File: config.mk
export PLATFORM = sky130hd
export DESIGN_NAME = mac_rx_stats
export DESIGN_NICKNAME = d
export VERILOG_FILES = /design/src/rtl/dma_stats_pkg.sv /design/src/rtl/mac_rx_stats_stat_counter.sv /design/src/rtl/mac_rx_stats.sv
export SDC_FILE = /design/constraint.sdc
export NUM_CORES = 1
export LEC_CHECK = 0
export CAP_MARGIN = 20
export CORE_ASPECT_RATIO = 1.4
export CORE_MARGIN = 4
export CORE_UTILIZATION = 41
export CTS_CLUSTER_SIZE = 28
export DETAILED_ROUTE_END_ITERATION = 8
export PLACE_DENSITY = 0.68
export RECOVER_POWER = 100
export SYNTH_ARGS = -nofsm -noshare
export SYNTH_HDL_FRONTEND = slang
export SYNTH_SLANG_ARGS = --single-unit
File: constraint.sdc
create_clock -name rx_clk -period 22.8 [get_ports rx_clk]
set_input_delay 5.7 -clock rx_clk [delete_from_list [all_inputs] [get_ports rx_clk]]
set_output_delay 5.7 -clock rx_clk [all_outputs]
set_load 0.01 [all_outputs]
File: src/rtl/dma_stats_pkg.sv
// Shared types and helpers for the MAC receive statistics monitor.
package dma_stats_pkg;

    localparam int CNT_W      = 32;
    localparam int TS_W       = 64;
    localparam int KEEP_W_MAX = 64;
    localparam int POP_W      = 7;

    typedef enum logic [1:0] {
        IDLE     = 2'd0,
        IN_PKT   = 2'd1,
        OVERSIZE = 2'd2
    } rx_state_e;

    // Number of enabled bytes in a (zero-extended) tkeep vector.
    function automatic logic [POP_W-1:0] popcount_keep(input logic [KEEP_W_MAX-1:0] keep);
        logic [POP_W-1:0] n;
        n = '0;
        for (int i = 0; i < KEEP_W_MAX; i++) begin
            n = n + POP_W'(keep[i]);
        end
        return n;
    endfunction

endpackage

File: src/rtl/mac_rx_stats_stat_counter.sv
// Wrapping event counter with a synchronous clear that beats the increment.
module stat_counter #(
    parameter int W = 32
) (
    input  logic         clk,
    input  logic         rst_n,
    input  logic         inc,
    input  logic         clr,
    output logic [W-1:0] cnt
);

    always_ff @(posedge clk) begin
        if (!rst_n) begin
            cnt <= '0;
        end else if (clr) begin
            cnt <= '0;
        end else if (inc) begin
            cnt <= cnt + W'(1);
        end
    end

endmodule

File: src/rtl/mac_rx_stats.sv
// Passive receive-stream monitor: SOP timestamp plus word, good and errored packet counters.
//   state    | meaning
//   IDLE     | between packets, next beat is a SOP
//   IN_PKT   | inside a packet, length still within bounds
//   OVERSIZE | inside a packet already longer than MAX_PKT_BYTES
module mac_rx_stats
    import dma_stats_pkg::*;
#(
    parameter int DATA_W        = 64,
    parameter int MIN_PKT_BYTES = 60,
    parameter int MAX_PKT_BYTES = 1518,
    parameter int LEN_W         = 16
) (
    input  logic                  rx_clk,
    input  logic                  rst_n,
    input  logic [DATA_W-1:0]     s_tdata,
    input  logic [DATA_W/8-1:0]   s_tkeep,
    input  logic                  s_tvalid,
    input  logic                  s_tready,
    input  logic                  s_tlast,
    input  logic                  s_tuser,
    input  logic                  stat_clr,
    output logic [TS_W-1:0]       stat_mac_rx_ts,
    output logic [CNT_W-1:0]      stat_mac_rx_word_cnt,
    output logic [CNT_W-1:0]      stat_mac_rx_pkt_cnt,
    output logic [CNT_W-1:0]      stat_mac_rx_err_cnt
);

    rx_state_e        state_q, state_d;
    logic [TS_W-1:0]  ts_cnt;
    logic [LEN_W-1:0] len_q, len_acc, len_nxt;
    logic [LEN_W:0]   sum_ext;
    logic [POP_W-1:0] pop;
    logic             beat, too_long, too_short, pkt_err, pkt_inc, err_inc;
    logic             unused_data;

    assign unused_data = ^s_tdata;
    assign beat        = s_tvalid & s_tready;
    assign pop         = popcount_keep(KEEP_W_MAX'(s_tkeep));

    // Running byte length saturates instead of wrapping so giant packets stay oversize.
    assign sum_ext   = {1'b0, len_q} + (LEN_W+1)'(pop);
    assign len_acc   = sum_ext[LEN_W] ? '1 : sum_ext[LEN_W-1:0];
    assign len_nxt   = (state_q == IDLE) ? LEN_W'(pop) : len_acc;
    assign too_long  = len_nxt > LEN_W'(MAX_PKT_BYTES);
    assign too_short = len_nxt < LEN_W'(MIN_PKT_BYTES);
    assign pkt_err   = s_tuser | too_short | too_long | (state_q == OVERSIZE);
    assign pkt_inc   = beat & s_tlast & ~pkt_err;
    assign err_inc   = beat & s_tlast & pkt_err;

    always_ff @(posedge rx_clk) begin
        if (!rst_n) begin
            ts_cnt <= '0;
        end else begin
            ts_cnt <= ts_cnt + TS_W'(1);
        end
    end

    always_ff @(posedge rx_clk) begin
        if (!rst_n) begin
            state_q <= IDLE;
            len_q   <= '0;
        end else begin
            state_q <= state_d;
            if (beat) begin
                len_q <= len_nxt;
            end
        end
    end

    always_comb begin
        state_d = state_q;
        if (beat) begin
            case (state_q)
                IDLE:     if (!s_tlast) state_d = IN_PKT;
                IN_PKT:   if (s_tlast) state_d = IDLE;
                          else if (too_long) state_d = OVERSIZE;
                OVERSIZE: if (s_tlast) state_d = IDLE;
                default:  state_d = IDLE;
            endcase
        end
    end

    always_ff @(posedge rx_clk) begin
        if (!rst_n) begin
            stat_mac_rx_ts <= '0;
        end else if (stat_clr) begin
            stat_mac_rx_ts <= '0;
        end else if (beat && state_q == IDLE) begin
            stat_mac_rx_ts <= ts_cnt;
        end
    end

    stat_counter #(.W(CNT_W)) u_word_cnt (
        .clk   (rx_clk),
        .rst_n (rst_n),
        .inc   (beat),
        .clr   (stat_clr),
        .cnt   (stat_mac_rx_word_cnt)
    );

    stat_counter #(.W(CNT_W)) u_pkt_cnt (
        .clk   (rx_clk),
        .rst_n (rst_n),
        .inc   (pkt_inc),
        .clr   (stat_clr),
        .cnt   (stat_mac_rx_pkt_cnt)
    );

    stat_counter #(.W(CNT_W)) u_err_cnt (
        .clk   (rx_clk),
        .rst_n (rst_n),
        .inc   (err_inc),
        .clr   (stat_clr),
        .cnt   (stat_mac_rx_err_cnt)
    );

endmodule

==> results by stage <==
Yosys:
- The number of distinct library cell variants in the gate-level netlist after synthesis is 67.
- The number of nets in the synthesized netlist is between 1000 and 1500.
- The share of synthesized registers carrying an async set or reset is 0%.
- The post-synthesis sequential area ratio is between 40% and 50%.
- After technology mapping, the gate count stands at 1371.
- The number of register bits inferred by synthesis is 242.
- For this run, the number of Yosys warnings is 0.
- The mean cell area of the mapped netlist is 8.21 sq um.
- The most used flip-flop cell after synthesis is sky130_fd_sc_hd__dfxtp_1.
- The number of enable-type register cells in the synthesized netlist is 0.
- The post-synth design cell area is 11300 sq um.

Route:
- The mean number of vias per cell is 5.33.
- For this block, the initial DRC count from the detailed router was about 440.
- The first detailed-routing pass ran for 5 iterations.
- The total via count in the routed design is 10100.
- For this run, design rule violations remaining after detail routing come to 0.
- The detailed-route wire length is 27.3 mm.
- Once detail routing completed, the nets flagged for antenna violations numbered 0.
- The average wire per standard cell is roughly 14 um.

Clock network:
- The clock network latency to the later pin of the worst-skew pair is 0.51 ns.
- Post-CTS repair changed the size of 0 cells.
- In this run the number of H-tree levels came out at 1.
- The clock root buffer is sky130_fd_sc_hd__clkbuf_16.
- For this design, the CTS-stage hold fixing added 0 buffers.
- The setup fix buffers added after clock tree synthesis is 0.
- The maximum root-to-sink buffer count is 3.
- The clock sink count is around 240.
- TritonCTS built the clock tree.
- The TritonCTS buffer count is 25.
- Clock-pin slew was measured on the worst setup and hold paths at around 0.060 ns.

Critical path:
- The critical path data arrival time is 13.45 ns.
- STA classifies the critical path startpoint as a primary input.
- The data required time at the worst endpoint is ~23 ns.
- The worst setup path is captured at a register.
- The critical-path maximum fanout is 58.
- The type of the worst setup path is primary input to register.

Finish:
- The net count of the finished layout is 1604.
- The post-route netlist has 4.26% of its cells at a drive strength greater than 1.
- After filler insertion, the fill cell instance count of the layout stands at 2617.
- The repair_antennas step left the layout with diodes totalling 0.
- After the flow finishes, the layout carries non-filler instances totaling about 1900.
- Measured on the finished design, the core utilization comes to 52.1%.
- Relative to the synthesized area, the layout overhead comes to 25.0%.
- The library cells used most frequently in the layout, excluding fill and tap cells, are sky130_fd_sc_hd__dfxtp_1, sky130_fd_sc_hd__nand2_1, sky130_fd_sc_hd__dlygate4sd3_1, sky130_fd_sc_hd__a21oi_1, sky130_fd_sc_hd__nand3_1.
- Leaving out fill and tap cells, the most frequent cell in the layout is sky130_fd_sc_hd__dfxtp_1.

Global routing:
- The via count of the first global-routing pass is 9459.
- The overflow left after global routing is 0.
- The pin count of the biggest net entering global routing is 87.
- The number of antenna violations at the first check in global routing came to 0.
- The first global-routing pass estimated roughly 46 mm of wire.
- The global-route usage over all layers is 17.5%.

Status:
- The final reports fail on max-capacitance violations, max-slew violations.
- The run finished, with violations left.

Placement:
- The HPWL after detailed placement is 18.4 mm.
- Routability-driven placement finished with a final weighted congestion of 0.831.
- The number of placed instances, taps included, is ~1800.
- During placement, the flow inserted port buffers numbering 174.

Floorplan:
- The width of the die is ~150 um.
- The die outline height is 204 um.
- 239 I/O pins were placed.
- The initialized floorplan defines 71 standard-cell rows.
- The area of the die is approximately 30000 sq um.
- The initial utilization of the core area, before any placement, comes to 41.7%.
- In this run the standard cell core region covers 27000 sq um.

Timing:
- The time the final worst path needs with I/O delays and setup is about 13 ns.
- The count of pins over their slew limit came to between 300 and 400.
- Setup violations remaining at the end of the flow were counted as 0.
- The setup clock skew after layout is 0.0141 ns.
- The maximum clock rate is approximately 0.077 GHz.
- Of the available clock period, the critical path in the final layout requires 57.3%.
- For the pin with the worst max-slew slack, the measured transition is approximately 3.8 ns.
- Setup repair after global routing left no endpoint under its margin.
- The total negative slack for setup checks is 0 ns.
- The relative slew slack is -152%.
- The number of failing hold endpoints at the final stage was 0.

Pwr:
- Summed over all cells, the static leakage comes to 5.11 nW.
- In this run the power density over the cells is between 60 and 70 nW/um^2.
- The sum of internal, switching and leakage power is 0.897 mW.
- The worst-case IR drop observed on VDD is 52.5 uV.

Min path:
- The worst min-delay path category is register to register.

Flow run:
- The total of max-cap violations is 4.
[critical path: stages]
cell and delay [ns]:
sky130_fd_sc_hd__dlygate4sd3_1 0.52, sky130_fd_sc_hd__inv_1 0.05, sky130_fd_sc_hd__fa_1 0.55, sky130_fd_sc_hd__fa_1 0.43, sky130_fd_sc_hd__fa_1 0.50, sky130_fd_sc_hd__inv_1 0.05
sky130_fd_sc_hd__ha_1 0.18, sky130_fd_sc_hd__inv_1 0.07, sky130_fd_sc_hd__fa_1 0.46, sky130_fd_sc_hd__fa_1 0.44, sky130_fd_sc_hd__nand2b_1 0.23, sky130_fd_sc_hd__a21oi_1 0.78
sky130_fd_sc_hd__and3_1 0.32, sky130_fd_sc_hd__o2111ai_1 0.15, sky130_fd_sc_hd__nor4b_1 0.19, sky130_fd_sc_hd__o21ai_0 0.64, sky130_fd_sc_hd__a211o_1 0.22, sky130_fd_sc_hd__clkbuf_1 1.44
sky130_fd_sc_hd__o21ai_0 0.32, sky130_fd_sc_hd__a21oi_1 0.20
[flip-flops by register name, indices dropped and copies added (netlist names)]
register / count
state_q: 2
u_err_cnt.cnt: 32
len_q: 16
u_word_cnt.cnt: 32
ts_cnt: 64
u_pkt_cnt.cnt: 32
stat_mac_rx_ts: 64
[metrics by stage]
stage          hold WS [ns]  cell area (sq um)  worst slack, ns
3_3_place_gp          0.442              13300            10.30
3_5_place_dp          0.446              13300            10.26
2_1_floorplan         0.437              11300            11.71
4_1_cts               0.454              14100            10.77
6_report              0.450              14100             9.75
5_1_grt               0.473              14100             9.06
[synthesized netlist by cell type (11+ instances only)]
master | count | area share [%]
sky130_fd_sc_hd__xor2_1 | 29 | 2.3
sky130_fd_sc_hd__dfxtp_1 | 242 | 43
sky130_fd_sc_hd__and4_1 | 16 | 1.2
sky130_fd_sc_hd__a21boi_0 | 17 | 1.1
sky130_fd_sc_hd__nand2_1 | 217 | 7.2
sky130_fd_sc_hd__and2_1 | 58 | 3.2
sky130_fd_sc_hd__clkbuf_1 | 64 | 2.1
sky130_fd_sc_hd__nand3_1 | 67 | 3.0
sky130_fd_sc_hd__xnor2_1 | 55 | 4.3
sky130_fd_sc_hd__or3_1 | 42 | 2.3
sky130_fd_sc_hd__inv_1 | 40 | 1.3
sky130_fd_sc_hd__or4_1 | 38 | 2.5
sky130_fd_sc_hd__ha_1 | 11 | 1.2
sky130_fd_sc_hd__a21oi_1 | 149 | 6.6
sky130_fd_sc_hd__o31ai_1 | 40 | 2.7
sky130_fd_sc_hd__nor2_1 | 67 | 2.2
sky130_fd_sc_hd__o21ai_0 | 46 | 2.0
sky130_fd_sc_hd__nor3_1 | 11 | 0.49
sky130_fd_sc_hd__nand4_1 | 26 | 1.4
sky130_fd_sc_hd__and3_1 | 34 | 1.9
[path summary, 6_finish.rpt]
kind                                                      start                         endpoint  slack (ns)  depth (start not counted)
worst max-delay path                                 s_tkeep[0]   u_pkt_cnt.cnt[11]$_SDFFE_PP0P_        9.75                         20
worst min-delay path            stat_mac_rx_ts[42]$_SDFFE_PP0P_  stat_mac_rx_ts[42]$_SDFFE_PP0P_        0.45                          2
worst max register to register            len_q[0]$_SDFFE_PN0P_   u_pkt_cnt.cnt[11]$_SDFFE_PP0P_       17.15                         13
worst min register to register  stat_mac_rx_ts[42]$_SDFFE_PP0P_  stat_mac_rx_ts[42]$_SDFFE_PP0P_        0.45                          2
[kinds of logic after synthesis]
group,after synthesis,share of synthesized area [%]
multiplexers,4,0.356
AO/OA/AOI/OAI,299,16.1
XOR/XNOR,84,6.53
flip-flops,242,43.0
AND/OR/NAND/NOR,613,27.9
buffers and inverters,113,3.96
adder cells (fa/ha/maj),16,2.11
[routing by layer]
| metal | wire length [um] | track usage [%] | vias to the layer above |
|---|---|---|---|
| li1 | - | - | 5099 |
| met1 | 11300 | 21.0 | 4747 |
| met2 | 14000 | 32.0 | 191 |
| met3 | 1280 | 3.08 | 42 |
| met4 | 626 | 4.89 | 0 |
| met5 | 0 | 0 | - |
[where the power goes]
| part | leakage (nW) | internal (mW) | switching, mW |
|---|---|---|---|
| logic | 2.74 | 0.0169 | 0.0314 |
| registers | 1.95 | 0.424 | 0.00136 |
| clock network | 0.415 | 0.256 | 0.167 |
[final cells by class]
type                    count  area, sq um  share of cell area, %
multi-input cells        1016         5980                   42.5
clock inverters            11          165                   1.17
inverters                  40          150                   1.07
repair buffers            184         1800                   12.8
flip-flops and latches    242         4840                   34.4
clock buffers              32          682                   4.84
well taps                 365          457                   3.24
Note: power is estimated with default switching activity, not from simulation.
